$ cat src/rtl/arith_pkg.sv
// Shared definitions for the nibble-serial arithmetic blocks: slice width,
// controller states and the counter-width helper.
package arith_pkg;

    localparam int NIB = 4;

    typedef enum logic [1:0] {
        IDLE = 2'd0,
        RUN  = 2'd1,
        DONE = 2'd2
    } state_t;

    // Minimum one bit so a single-slice build still has a legal counter.
    function automatic int cnt_width(input int n);
        return (n <= 1) ? 1 : $clog2(n);
    endfunction

endpackage

$ cat src/rtl/nibble_sub4.sv
// Combinational 4-bit borrow-ripple subtractor built from 1-bit full-subtractor cells.
// Zero latency; no flow control.
module fsub1 (
    output logic d,
    output logic bo,
    input  logic a,
    input  logic b,
    input  logic bi
);
    assign d  = a ^ b ^ bi;
    assign bo = (~a & b) | (~a & bi) | (b & bi);
endmodule

module nibble_sub4 (
    output logic [3:0] diff,
    output logic       bout,
    input  logic [3:0] a,
    input  logic [3:0] b,
    input  logic       bin
);
    logic [4:0] brw;

    assign brw[0] = bin;
    assign bout   = brw[4];

    for (genvar i = 0; i < 4; i++) begin : g_cell
        fsub1 u_cell (
            .d  (diff[i]),
            .bo (brw[i+1]),
            .a  (a[i]),
            .b  (b[i]),
            .bi (brw[i])
        );
    end
endmodule

$ cat src/rtl/seq_sub_ctrl.sv
// Nibble-serial WIDTH-bit subtractor diff = a - b - bin, LSB nibble first; result valid N edges after acceptance.
// One operation in flight; the result is held in DONE until out_ready, and in_ready is high only in IDLE.
module seq_sub_ctrl
    import arith_pkg::*;
#(
    parameter int WIDTH = 16
) (
    input  logic             clk,
    input  logic             rst,
    input  logic             in_valid,
    output logic             in_ready,
    input  logic [WIDTH-1:0] a,
    input  logic [WIDTH-1:0] b,
    input  logic             bin,
    output logic             out_valid,
    input  logic             out_ready,
    output logic [WIDTH-1:0] diff,
    output logic             bout,
    output logic             zero
);
    localparam int N  = WIDTH / NIB;
    localparam int CW = cnt_width(N);

    state_t           state_q, state_d;
    logic [WIDTH-1:0] a_q, a_d, b_q, b_d, diff_q, diff_d;
    logic [CW-1:0]    cnt_q, cnt_d;
    logic             brw_q, brw_d, bout_q, bout_d, zero_q, zero_d;

    logic [NIB-1:0]   nd;
    logic             nb;
    logic [WIDTH-1:0] diff_sh;

    nibble_sub4 u_slice (
        .diff (nd),
        .bout (nb),
        .a    (a_q[NIB-1:0]),
        .b    (b_q[NIB-1:0]),
        .bin  (brw_q)
    );

    // New nibble enters at the top so after N slices the LSB nibble sits at bit 0.
    assign diff_sh = (diff_q >> NIB) | (WIDTH'(nd) << (WIDTH - NIB));

    always_comb begin
        state_d = state_q;
        a_d     = a_q;
        b_d     = b_q;
        brw_d   = brw_q;
        cnt_d   = cnt_q;
        diff_d  = diff_q;
        bout_d  = bout_q;
        zero_d  = zero_q;
        case (state_q)
            IDLE: begin
                if (in_valid) begin
                    a_d     = a;
                    b_d     = b;
                    brw_d   = bin;
                    cnt_d   = '0;
                    state_d = RUN;
                end
            end
            RUN: begin
                diff_d = diff_sh;
                a_d    = a_q >> NIB;
                b_d    = b_q >> NIB;
                brw_d  = nb;
                cnt_d  = cnt_q + 1'b1;
                if (cnt_q == CW'(N - 1)) begin
                    state_d = DONE;
                    bout_d  = nb;
                    zero_d  = (diff_sh == '0);
                end
            end
            DONE: begin
                if (out_ready) begin
                    state_d = IDLE;
                end
            end
            default: state_d = IDLE;
        endcase
    end

    always_ff @(posedge clk) begin
        if (rst) begin
            state_q <= IDLE;
            a_q     <= '0;
            b_q     <= '0;
            brw_q   <= 1'b0;
            cnt_q   <= '0;
            diff_q  <= '0;
            bout_q  <= 1'b0;
            zero_q  <= 1'b0;
        end else begin
            state_q <= state_d;
            a_q     <= a_d;
            b_q     <= b_d;
            brw_q   <= brw_d;
            cnt_q   <= cnt_d;
            diff_q  <= diff_d;
            bout_q  <= bout_d;
            zero_q  <= zero_d;
        end
    end

    assign in_ready  = (state_q == IDLE);
    assign out_valid = (state_q == DONE);
    assign diff      = diff_q;
    assign bout      = bout_q;
    assign zero      = zero_q;
endmodule

$ cat config.mk
export PLATFORM = sky130hd
export DESIGN_NAME = seq_sub_ctrl
export DESIGN_NICKNAME = d
export VERILOG_FILES = /design/src/rtl/arith_pkg.sv /design/src/rtl/nibble_sub4.sv /design/src/rtl/seq_sub_ctrl.sv
export SDC_FILE = /design/constraint.sdc
export NUM_CORES = 1
export LEC_CHECK = 0
export CAP_MARGIN = 20
export CORE_UTILIZATION = 50
export CTS_BUF_LIST = sky130_fd_sc_hd__clkbuf_4
export CTS_CLUSTER_SIZE = 20
export DETAILED_ROUTE_END_ITERATION = 7
export GPL_ROUTABILITY_DRIVEN = 0
export PLACE_DENSITY = 0.8
export SLEW_MARGIN = 20
export SYNTH_ARGS = -nofsm -noshare
export SYNTH_HDL_FRONTEND = slang
export SYNTH_HIERARCHICAL = 1
export SYNTH_SLANG_ARGS = --single-unit
$ cat constraint.sdc
create_clock -name clk -period 3.05 [get_ports clk]
set_input_delay 0.4575 -clock clk [delete_from_list [all_inputs] [get_ports clk]]
set_output_delay 0.4575 -clock clk [all_outputs]
set_load 0.05 [all_outputs]
==> impl_metrics.py <==
metrics = {
    "die": {
        "die_area_sq_um": 5180,
        "core-area_sq_um": 4720,
        "initial_core_util_pct": 51.9,
        "io_pins": 57,
        "rows": 25,
        "die_h_microns": 72.0,
        "die_w_microns": 72.0,
    },
    "setup_path": {
        "worst-setup-path-type": "reg -> reg",
        "critPathCaptureType": "flop",
        "r2r-start": "a_q[0]",
        "critPathArrivalTime_ps": 3110,
        "cp-endpoint": "zero",
        "cp-startpoint": "a_q[0]",
        "reg2reg_slack_ps": 260,
        "rr_worst_depth": 9,
        "crit_fanout": 2,
        "r2r_end": "zero",
        "start_kind": "flop",
        "crit_required_ps": 3370,
    },
    "sta": {
        "max_freq_mhz": 359,
        "hold_ws_ps": 467,
        "setup_viol": 0,
        "setup_tns_ps": 0,
        "slew_violations": 0,
        "worstMarginPinSlew_ps": 991,
        "fin_crit_sh_pct": 91.4,
        "hold_violations": 0,
        "period_minus_slack_ps": 2790,
        "skew_ps": 8.24,
        "worst_slack_ps": 264,
        "grt_setup_unrepaired": "no",
        "relSlewSlack_pct": 34.0,
    },
    "clock_network": {
        "cts_tree": "built",
        "clock_path_buffers": 2,
        "postCtsHoldBufs": 0,
        "post_cts_buffers": 0,
        "clk-insertion-delay-late_ps": 370,
        "clkTransAtPathRegs_ps": 150,
        "cts_root_buf": "clkbuf_4",
        "h-tree-depth": 2,
        "cts_buffers": 5,
        "cts-resized-gates": 0,
        "cts.sinks": 55,
    },
    "logic_synthesis": {
        "ys_seq_area_share_pct": 44.9,
        "ys_types": 34,
        "synthCells": 289,
        "syn_area_sq_um": 2450,
        "synth_warnings": 6,
        "synth.avg_cell_area_sq_um": 8.48,
        "ys_ff_latch": 55,
        "syn_nets": 331,
    },
    "placement": {
        "hpwl_microns": 3690,
        "place_ws_ps": 343,
        "placed_cell_area_sq_um": 3000,
        "port_buffers": 56,
    },
    "finish": {
        "final_layout_size_suffix_gt1_share_pct": 4.52,
        "design_area_sq_um": 3040,
        "area_growth_pct": 24.2,
        "n_antenna_cell": 0,
        "nets": 374,
    },
    "pwr": {
        "combPwrFrac_pct": 22.4,
        "ir_drop_uv": 297,
        "total_leakage_power_nw": 1.13,
        "intPower_uw": 994,
        "netSwitchingFraction_pct": 30.1,
        "switchingPower_uw": 429,
        "power_frac_seq_pct": 56.6,
        "p_clk_share_pct": 21.0,
        "p_per_area_nw_per_um2": 468,
    },
    "routing": {
        "dr.pass1.iters": 4,
        "via_per_inst": 5.45,
        "wirelength_microns": 5460,
        "drc": 0,
        "drtIter0Drc": 139,
        "avgRoutedWirePerCell_microns": 13.7,
        "ant_nets": 0,
        "vias": 2175,
    },
    "grt": {
        "grt_max_degree": 57,
        "grt_overflow": 0,
        "grt_pass1_vias": 2026,
        "gr-usage-all-layers_pct": 22.7,
        "grt_pass1_wl_microns": 9270,
        "antenna_found_initial": 0,
    },
    "min_path": {
        "hp-start": "diff[1]",
        "hold_path.class": "reg -> reg",
        "hold_path_depth": 2,
    },
    "flow_run": {
        "maxCapViolCount": 0,
    },
    "run_status": {
        "status": "finished, final reports clean",
    },
}
## per-layer routing
metal / routed length, microns / global-route usage [%] / up-vias
met5: 0 / 0 / -
met4: 123 / 9.37 / 0
met3: 221 / 4.17 / 11
met2: 2580 / 35.4 / 57
met1: 2540 / 31.1 / 1021
li1: - / - / 1086
## worst min-delay path by stage
stage / end
after global placement: bout
after CTS: diff[3]
after detailed placement: diff[3]
after floorplan: a_q[12]
after global routing: diff[1]
final: diff[1]
## power groups by stage
stage	Clock, mW	Combinational (mW)	Sequential, mW
floorplan	0	0.194	0.840
global placement	0	0.310	0.819
detailed placement	0	0.318	0.822
CTS	0.300	0.319	0.806
global route	0.331	0.352	0.814
finish	0.299	0.318	0.806
## worst max-delay path: stages (launching register included)
cell and delay (ps):
dfxtp_1 360, inv_1 60, fa_1 440, fa_1 410, fa_1 390, fa_1 480, inv_1 50, nor4_1 290
nand4_1 130, o21ai_1 130
## metrics by stage
stage | util (%) | instances | power (mW)
final | 64.4 | 399 | 1.42
after floorplan | - | 289 | 1.03
after global routing | 64.4 | 399 | 1.50
after global placement | 63.4 | 392 | 1.13
after CTS | 64.4 | 399 | 1.43
after detailed placement | 63.4 | 392 | 1.14
## synth_stat cells, drive strengths merged
cell | n | area [sq um]
o21ba | 1 | 10.0
a21oi | 20 | 100
mux2i | 1 | 10.0
ha | 1 | 12.5
nor4 | 3 | 18.8
or4 | 1 | 7.51
nor2b | 4 | 25.0
a22oi | 7 | 52.6
inv | 8 | 30.0
o2bb2ai | 22 | 193
or2b | 1 | 7.51
nor2 | 57 | 214
nor3b | 2 | 20.0
o21ai | 4 | 20.0
buf | 15 | 88.8
nand3b | 2 | 27.5
a211oi | 25 | 188
nand2 | 35 | 131
nand4 | 1 | 6.26
o22ai | 3 | 18.8
clkinv | 2 | 7.51
nand3 | 1 | 5.00
o21bai | 1 | 11.3
dfxtp | 55 | 1100
clkbuf | 9 | 33.8
nand2b | 2 | 12.5
and3b | 2 | 17.5
fa | 4 | 80.1
## cells in the final DEF (no fill, tap or decap), drive strengths merged, types with 5 or more instances in the layout
master / synthesis / routed
a211oi: 25 / 25
a21oi: 20 / 20
a22oi: 7 / 7
buf: 15 / 5
clkbuf: 9 / 5
clkdlybuf4s50: 0 / 55
dfxtp: 55 / 55
inv: 8 / 8
nand2: 35 / 35
nor2: 57 / 57
o2bb2ai: 22 / 22
## sequential cells by signal, summed over array words and instances, names as in the netlist
name     flops
a_q         16
b_q         16
diff        16
cnt_q        2
state_q      2
bout         1
brw_q        1
zero         1
## logic make-up after synthesis
| group | synth area share (%) |
|---|---|
| AND/OR/NAND/NOR | 20.1 |
| AO/OA/AOI/OAI | 24.2 |
| flip-flops | 44.9 |
| buffers and inverters | 6.54 |
| adder cells (fa/ha/maj) | 3.78 |
| multiplexers | 0.409 |
## final cells by class
| class | count | area [sq um] |
|---|---|---|
| Clock inverter | 2 | 8.76 |
| Tap cell | 67 | 83.8 |
| Multi-Input combinational cell | 200 | 1190 |
| Fill cell | 428 | 1680 |
| Timing Repair Buffer | 60 | 586 |
| Sequential cell | 55 | 1100 |
| Inverter | 10 | 37.5 |
| Clock buffer | 5 | 37.5 |
Power figures use the tool's default switching activity.
